[src/rtl/uart_rx_fifo.sv]
// uart_rx_fifo: receive buffer between the UART receiver and the APB registers.
// Synchronises done_flag, captures {error,data} into a FWFT FIFO, tracks fill/irq/overrun/error count.
`default_nettype none

module uart_rx_fifo #(
  parameter int DEPTH = 16,
  parameter int AW    = 4
) (
  input  logic          clock,
  input  logic          reset_n,
  input  logic          rx_done_i,
  input  logic [7:0]    rx_data_i,
  input  logic [2:0]    rx_error_i,
  input  logic          rd_en_i,
  input  logic [AW-1:0] rx_thresh_i,
  input  logic          overrun_clr_i,
  output logic [10:0]   rd_data_o,
  output logic          empty_o,
  output logic          full_o,
  output logic [AW:0]   count_o,
  output logic          rx_irq_o,
  output logic          overrun_o,
  output logic [7:0]    err_count_o
);

  localparam logic [AW:0] DEPTH_CNT = (AW+1)'(DEPTH);

  logic [1:0]    sync_q;
  logic          done_prev_q;
  logic          wr_pulse_q;
  logic [AW-1:0] wr_ptr_q, wr_ptr_d;
  logic [AW-1:0] rd_ptr_q, rd_ptr_d;
  logic [AW:0]   count_q, count_d;
  logic          irq_q, irq_d;
  logic          overrun_q, overrun_d;
  logic [7:0]    err_count_q, err_count_d;
  logic [10:0]   mem_q [DEPTH];

  logic          empty, full, do_rd, do_wr, drop;
  logic [AW-1:0] thresh_eff;

  always_comb begin
    empty      = (count_q == '0);
    full       = (count_q == DEPTH_CNT);
    do_rd      = rd_en_i & ~empty;
    // A full FIFO still accepts a write when the head is popped on the same edge.
    do_wr      = wr_pulse_q & (~full | do_rd);
    drop       = wr_pulse_q & full & ~do_rd;
    wr_ptr_d   = do_wr ? wr_ptr_q + AW'(1) : wr_ptr_q;
    rd_ptr_d   = do_rd ? rd_ptr_q + AW'(1) : rd_ptr_q;
    count_d    = count_q;
    if (do_wr && !do_rd)      count_d = count_q + (AW+1)'(1);
    else if (!do_wr && do_rd) count_d = count_q - (AW+1)'(1);
    thresh_eff = (rx_thresh_i == '0) ? AW'(1) : rx_thresh_i;
    irq_d      = (count_q >= {1'b0, thresh_eff});
    overrun_d  = drop ? 1'b1 : (overrun_clr_i ? 1'b0 : overrun_q);
    err_count_d = err_count_q;
    if (wr_pulse_q && (|rx_error_i) && (err_count_q != 8'hFF))
      err_count_d = err_count_q + 8'd1;
  end

  always_ff @(posedge clock or negedge reset_n) begin
    if (!reset_n) begin
      sync_q      <= '0;
      done_prev_q <= 1'b0;
      wr_pulse_q  <= 1'b0;
      wr_ptr_q    <= '0;
      rd_ptr_q    <= '0;
      count_q     <= '0;
      irq_q       <= 1'b0;
      overrun_q   <= 1'b0;
      err_count_q <= '0;
    end else begin
      sync_q      <= {sync_q[0], rx_done_i};
      done_prev_q <= sync_q[1];
      wr_pulse_q  <= sync_q[1] & ~done_prev_q;
      wr_ptr_q    <= wr_ptr_d;
      rd_ptr_q    <= rd_ptr_d;
      count_q     <= count_d;
      irq_q       <= irq_d;
      overrun_q   <= overrun_d;
      err_count_q <= err_count_d;
    end
  end

  // Receiver holds data/error stable while done is asserted, so they are sampled unsynchronised.
  always_ff @(posedge clock) begin
    if (do_wr) mem_q[wr_ptr_q] <= {rx_error_i, rx_data_i};
  end

  assign rd_data_o   = empty ? '0 : mem_q[rd_ptr_q];
  assign empty_o     = empty;
  assign full_o      = full;
  assign count_o     = count_q;
  assign rx_irq_o    = irq_q;
  assign overrun_o   = overrun_q;
  assign err_count_o = err_count_q;

endmodule

`default_nettype wire

[config.mk]
export PLATFORM = sky130hd
export DESIGN_NAME = uart_rx_fifo
export DESIGN_NICKNAME = d
export VERILOG_FILES = /design/src/rtl/uart_rx_fifo.sv
export SDC_FILE = /design/constraint.sdc
export NUM_CORES = 1
export LEC_CHECK = 0
export ABC_CLOCK_PERIOD_IN_PS = 3260
export CORE_MARGIN = 1.5
export CORE_UTILIZATION = 55
export CTS_BUF_LIST = sky130_fd_sc_hd__clkbuf_16
export CTS_CLUSTER_DIAMETER = 150
export CTS_CLUSTER_SIZE = 25
export DETAILED_ROUTE_END_ITERATION = 10
export GPL_TIMING_DRIVEN = 0
export PLACE_DENSITY = 0.74
export SYNTH_ARGS = -nofsm -noshare
export SYNTH_HDL_FRONTEND = slang
export SYNTH_SLANG_ARGS = --single-unit
[constraint.sdc]
create_clock -name clock -period 3.26 [get_ports clock]
set_input_delay 0.652 -clock clock [delete_from_list [all_inputs] [get_ports clock]]
set_output_delay 0.652 -clock clock [all_outputs]
set_load 0.05 [all_outputs]
==> results of run 1 <==
cell families (layout without fill, tap and decap cells):
group,count (synthesis),after routing,synth area share
AO/OA/AOI/OAI,31,31,0.03145
XOR/XNOR,16,16,0.01710
adder cells (fa/ha/maj),16,16,0.02534
buffers and inverters,32,103,0.02122
flip-flops,203,203,0.7272
multiplexers,57,57,0.1371
AND/OR/NAND/NOR,70,70,0.04061
metal layers:
layer | up-vias | routed length [µm] | global-route usage | share of wire
met4 | 0 | 194 | 0.04144 | 0.013
met2 | 95 | 7820 | 0.3491 | 0.51
met1 | 2113 | 6781 | 0.2955 | 0.44
li1 | 1814 | - | - | -
met3 | 18 | 583 | 0.02525 | 0.038
met5 | - | 0 | 0 | 0
registers in the layout (all words and copies together) (netlist names):
| signal | flops |
|---|---|
| wr_pulse_q | 1 |
| overrun_o | 1 |
| err_count_o | 8 |
| sync_q | 2 |
| count_o | 5 |
| rd_ptr_q | 4 |
| done_prev_q | 1 |
| rx_irq_o | 1 |
| mem_q | 176 |
| wr_ptr_q | 4 |
cell usage in the layout, fill, tap and decap left out, types with 3 or more instances in the layout:
| cell type | netlist | final |
|---|---|---|
| clkbuf_16 | 0 | 13 |
| o2111ai_1 | 3 | 3 |
| o21ai_0 | 5 | 5 |
| mux4_2 | 44 | 44 |
| ha_1 | 15 | 15 |
| xor2_1 | 8 | 8 |
| nand2b_1 | 3 | 3 |
| nand2_1 | 13 | 13 |
| xnor2_1 | 8 | 8 |
| mux2i_1 | 11 | 9 |
| clkdlybuf4s50_1 | 0 | 35 |
| inv_1 | 13 | 19 |
| clkbuf_4 | 0 | 4 |
| buf_2 | 4 | 11 |
| nand3_1 | 7 | 7 |
| dfrtp_1 | 27 | 26 |
| a221o_1 | 11 | 11 |
| nor3_2 | 0 | 4 |
| edfxtp_1 | 176 | 176 |
| nor2_1 | 30 | 30 |
| buf_6 | 6 | 9 |
worst max-delay path: stages, from the launching register on:
cell and delay [ns]:
dfrtp_1 0.39, buf_8 0.19, buf_6 0.21, mux4_2 0.54, mux2i_1 0.18, nor2_1 0.09, a221o_1 0.27, buf_2 0.21
through the flow:
step | hold slack, ns | worst slack, ns | cells
global placement | 0.3363 | -0.2644 | 656
detailed placement | 0.3505 | -0.2722 | 660
CTS | 0.3734 | 0.01159 | 680
finish | 0.3684 | 0.07863 | 680
global route | 0.3777 | -0.001481 | 680
floorplan | 0.3312 | 0.2256 | 425
final cells by class:
cell class / instances / area, µm² / share of cell area
Clock buffer: 13 / 325.3 / 0.03483
Inverter: 13 / 48.80 / 0.005224
Clock inverter: 7 / 52.55 / 0.005626
Buffer: 19 / 166.4 / 0.01782
Tap cell: 184 / 230.2 / 0.02465
Sequential cell: 203 / 5962 / 0.6383
Timing Repair Buffer: 51 / 465.4 / 0.04983
Multi-Input combinational cell: 190 / 2090 / 0.2237
repair_timing:
action / in CTS / in global routing
endpoints found under the setup margin: 11 / 13
pin swaps: 0 / 0
resized for setup: 67 / 9
path summary, 6_finish.rpt:
kind,start,endpoint,slack (ns),cells past startpoint
min in group asynchronous,reset_n,err_count_o[4],0.82,1
max in group asynchronous,reset_n,count_o[1],1.64,1
worst min-delay path,sync_q[0],sync_q[1],0.37,0
worst max register to register,count_o[1],count_o[4],0.20,10
worst min register to register,sync_q[0],sync_q[1],0.37,0
worst max-delay path,rd_ptr_q[0],rd_data_o[8],0.08,7
report_power, final:
group          internal [mW]  total (mW)  switching (mW)
clock network          0.742        1.54           0.802
registers               3.06        3.23           0.167
logic                   1.34        3.39            2.04
==> results.sh, run 1 <==
export IMPL_setup_violations=0
export IMPL_ys_top_cells_by_area="edfxtp_1, mux4_2, dfrtp_1"
export IMPL_initial_core_util=0.5640
export IMPL_drive_gt1_frac=0.2097
export IMPL_fin_area_um2=9340
export IMPL_synth_seq_area_share=0.7272
export IMPL_power_density_nw_per_um2=873.7
export IMPL_synth_top_area_cell="edfxtp_1"
export IMPL_cts_tree="done"
export IMPL_peakVddDrop_v=0.0005607
export IMPL_num_io_pins=48
export IMPL_tns_ns=0
export IMPL_drtAntennaViolNets=0
export IMPL_synthCells=425
export IMPL_worst_setup_path_type="flop to primary output"
export IMPL_synthDistinctLibCells=43
export IMPL_maxCapViolations=0
export IMPL_fmax_ghz=0.3143
export IMPL_die_h_um=125.1
export IMPL_synth_common_cells="edfxtp_1, mux4_2, nor2_1"
export IMPL_start_kind="flop"
export IMPL_clock_path_buffers=3
export IMPL_synth_area_per_cell_um2=19.29
export IMPL_port_buffers=47
export IMPL_routed_wl_um=15380
export IMPL_cts_root_buf="clkbuf_16"
export IMPL_vias=4040
export IMPL_ys_dominant_reg_cell="edfxtp_1"
export IMPL_ys_ff_latch=203
export IMPL_routed_via_density=5.941
export IMPL_drt_iter0_markers=358
export IMPL_yosysMostFrequentCell="edfxtp_1"
export IMPL_post_route_min_period_ns=3.181
export IMPL_arrival_ns=2.53
export IMPL_fin_nets=526
export IMPL_grt_pass1_vias=4342
export IMPL_power_leakage_nw=3.237
export IMPL_grt_usage=0.2061
export IMPL_wl_per_cell_um=22.62
export IMPL_antenna_cells=0
export IMPL_cts_sinks=203
export IMPL_placed_area_um2=8962
export IMPL_finalPower_mw=8.161
export IMPL_grt_overflow_total=0
export IMPL_slew_viol_final=0
export IMPL_rsz0062_at_grt="true"
export IMPL_status="complete, no violations"
export IMPL_grt_pass1_wl_um=24500
export IMPL_drcViolationCount=0
export IMPL_gp_congestion=0.7720
export IMPL_async_reset_ff_frac=0.1330
export IMPL_cp_max_fo=10
export IMPL_path_clk_slew_ns=0.10
export IMPL_cts_buffers=12
export IMPL_drt_first_pass_iters=4
export IMPL_dpl_hpwl_um=10040
export IMPL_postLayoutCoreUtil=0.6426
export IMPL_ys_warn_count=0
export IMPL_nFillCells=999
export IMPL_syn2layout_area_growth_pct=13.95
export IMPL_worstSetupEndpointType="primary output"
export IMPL_h_tree_depth=1
export IMPL_core_um2=14530
export IMPL_synth_area_um2=8197
export IMPL_postCtsHoldBufs=0
export IMPL_fp_dieW_um=125.1
export IMPL_cts_setup_buffers=0
export IMPL_skew_ns=0.02243
export IMPL_worst_pin_slew_ns=1.286
export IMPL_fin_crit_sh=0.9759
export IMPL_rows=44
export IMPL_finalHoldViolCount=0
export IMPL_syn_nets=461
export IMPL_grt_antenna_before_repair=0
export IMPL_yosysTopAreaCellShare=0.6448
export IMPL_synth_edf_count=176
export IMPL_worst_skew_pair_late_latency_ns=0.46
export IMPL_hp_class="flop to flop"
export IMPL_grt_max_degree=28
export IMPL_maxSlewHeadroom=0.1396
export IMPL_crit_required_ns=2.61
export IMPL_fp_dieArea_um2=15640
(Power assumes the default switching activity.)
==> inputs of run 2 (changes only) <==
==> config.mk (replaced) <==
export PLATFORM = sky130hd
export DESIGN_NAME = uart_rx_fifo
export DESIGN_NICKNAME = d
export VERILOG_FILES = /design/src/rtl/uart_rx_fifo.sv
export SDC_FILE = /design/constraint.sdc
export NUM_CORES = 1
export LEC_CHECK = 0
export ABC_CLOCK_PERIOD_IN_PS = 2700
export CORE_MARGIN = 1.5
export CORE_UTILIZATION = 53
export CTS_BUF_LIST = sky130_fd_sc_hd__clkbuf_16
export CTS_CLUSTER_DIAMETER = 150
export CTS_CLUSTER_SIZE = 25
export DETAILED_ROUTE_END_ITERATION = 10
export GPL_TIMING_DRIVEN = 0
export PLACE_DENSITY = 0.75
export SYNTH_ARGS = -nofsm -noshare
export SYNTH_HDL_FRONTEND = slang
export SYNTH_SLANG_ARGS = --single-unit
==> constraint.sdc (replaced) <==
create_clock -name clock -period 2.7 [get_ports clock]
set_input_delay 0.54 -clock clock [delete_from_list [all_inputs] [get_ports clock]]
set_output_delay 0.54 -clock clock [all_outputs]
set_load 0.05 [all_outputs]
==> run 2 against run 1 <==
  * The run now ends with negative setup slack left
  * Cell area grew 4.2%
  * Die area grew 3.7%
  * Non-clock buffer count grew 14
  * Via count grew 3.0%
  * Sequential share of layout area shrank 2.5 points
  * Clock power grew 21%
  * Largest power group unchanged
==> results.sh, run 2 (synthesis gave the netlist of run 1 again) <==
export IMPL_post_route_min_period_ns=2.998
export IMPL_cts_root_buf="clkbuf_16"
export IMPL_status="finished with violations"
export IMPL_power_density_nw_per_um2=1097
export IMPL_path_clk_slew_ns=0.10
export IMPL_slew_viol_final=0
export IMPL_core_um2=15150
export IMPL_layout_common_cells="edfxtp_1, mux4_2, clkdlybuf4s50_1"
export IMPL_start_kind="flop"
export IMPL_hp_class="primary input to async pin"
export IMPL_crit_chain="buf_12 -> clkbuf_16 -> mux4_2 -> mux2i_2 -> nor2_1 -> a221o_2 -> buf_6"
export IMPL_gp_congestion=0.7557
export IMPL_num_io_pins=48
export IMPL_dpl_hpwl_um=10110
export IMPL_port_buffers=47
export IMPL_p_comb_frac=0.458
export IMPL_finalHoldViolCount=0
export IMPL_routed_via_density=5.987
export IMPL_slowest_delay_ns=0.50
export IMPL_grt_antenna_before_repair=0
export IMPL_p_seq_frac=0.367
export IMPL_dp_cells=664
export IMPL_antenna_cells=0
export IMPL_initial_core_util=0.5412
export IMPL_postCtsHoldBufs=0
export IMPL_grt_overflow_total=0
export IMPL_worstSetupEndpointType="primary output"
export IMPL_clock_path_buffers=3
export IMPL_fmax_ghz=0.3335
export IMPL_worst_skew_pair_late_latency_ns=0.46
export IMPL_worst_slack_ns=-0.2984
export IMPL_cp_slowest_cell="mux4_2"
export IMPL_grt_max_degree=28
export IMPL_critPathTopFamily="multiplexers"
export IMPL_fin_nets=540
export IMPL_clockPowerShare=0.175
export IMPL_maxCapViolations=0
export IMPL_finalPower_mw=10.68
export IMPL_arrival_ns=2.46
export IMPL_setup_violations=12
export IMPL_violations="negative setup slack"
export IMPL_largest_register_ffs=176
export IMPL_cts_tree="done"
export IMPL_drtAntennaViolNets=0
export IMPL_drive_gt1_frac=0.3294
export IMPL_routed_wl_um=16220
export IMPL_worst_setup_path_type="flop to primary output"
export IMPL_sw_frac_of_total=0.3650
export IMPL_peakVddDrop_v=0.0006423
export IMPL_stdcell_count=695
export IMPL_intPower_mw=6.779
export IMPL_grt_pass1_wl_um=24540
export IMPL_fp_dieW_um=127.4
export IMPL_maxSlewHeadroom=0.4758
export IMPL_drcViolationCount=0
export IMPL_rsz0062_at_grt="true"
export IMPL_grt_pass1_vias=4234
export IMPL_wl_per_cell_um=23.33
export IMPL_fin_crit_sh=1.111
export IMPL_cts_sinks=203
export IMPL_die_h_um=127.4
export IMPL_fp_dieArea_um2=16220
export IMPL_cts_buffers=12
export IMPL_h_tree_depth=1
export IMPL_grt_usage=0.2039
export IMPL_largest_register="mem_q"
export IMPL_power_leakage_nw=3.333
export IMPL_drt_iter0_markers=376
export IMPL_syn2layout_area_growth_pct=18.73
export IMPL_vias=4161
export IMPL_cp_max_fo=6
export IMPL_drt_first_pass_iters=5
export IMPL_crit_required_ns=2.16
export IMPL_tns_ns=-2.924
export IMPL_p_switching_mw=3.897
export IMPL_whs_ns=0.08434
export IMPL_worst_pin_slew_ns=0.7855
export IMPL_cp_num_buf_inv=3
export IMPL_rows=45
export IMPL_skew_ns=0.02251
export IMPL_final_common_cell="edfxtp_1"
export IMPL_nFillCells=1004
==> run 2: changes by cell type in the layout (fill, tap and decap cells not counted), moves of 4 or more <==
cell     change
a221o_1     -11
a221o_2     +11
buf_2        -6
buf_4       +11
buf_6       +11
dfrtp_1      -4
dfrtp_2      +4
ha_1         -4
inv_1        -4
nor2_1      -14
nor2_2      +14
==> run 2: power groups by stage <==
| stage | clock network [mW] | registers (mW) | logic (mW) |
|---|---|---|---|
| 2_1_floorplan | 0 | 4.22 | 2.81 |
| 3_3_place_gp | 0 | 3.96 | 4.17 |
| 3_5_place_dp | 0 | 3.98 | 4.29 |
| 4_1_cts | 1.89 | 3.91 | 4.68 |
| 5_1_grt | 2.01 | 3.95 | 5.16 |
| 6_report | 1.87 | 3.92 | 4.89 |
==> run 2: through the flow <==
stage	instance area [µm²]	setup WS [ns]	utilization
floorplan	8260	-0.03914	-
global placement	8966	-0.7449	0.5920
detailed placement	9031	-0.7702	0.5963
CTS	9610	-0.3211	0.6345
global route	9732	-0.3724	0.6425
finish	9732	-0.2984	0.6425
==> run 2: worst paths after layout <==
check                            startpoint              to  slack [ns]  cells after the start
worst max-delay path            rd_ptr_q[0]    rd_data_o[2]       -0.30                      7
worst min-delay path                reset_n  err_count_o[5]        0.08                      1
worst max register to register   count_o[0]      count_o[4]       -0.02                      9
worst min register to register    sync_q[0]       sync_q[1]        0.36                      0
max in group asynchronous           reset_n      count_o[3]        2.16                      1
min in group clock                sync_q[0]       sync_q[1]        0.36                      0
==> run 2: final cells by class <==
cell class,count,area (µm²),share of cell area
plain buffers,17,176.4,0.01813
clock buffers,13,325.3,0.03343
clock inverters,4,41.29,0.004243
inverters,13,51.30,0.005271
multi-input cells,190,2260,0.2322
flip-flops and latches,203,5967,0.6131
well taps,188,235.2,0.02417
repair buffers,67,675.6,0.06943
==> run 2: what timing repair did <==
item,CTS,global route
setup endpoints to repair,14,98
gates resized for setup,115,31
setup buffers,11,5
pin swaps,6,11
hold endpoints to repair,0,0
cloned,1,1
==> run 2: per-layer routing <==
metal	up-vias	routed length, µm	global-route usage
met5	-	0	0
met4	0	210	0.04746
met3	17	828	0.02261
met2	125	8259	0.3409
met1	2181	6918	0.2946
li1	1838	-	-
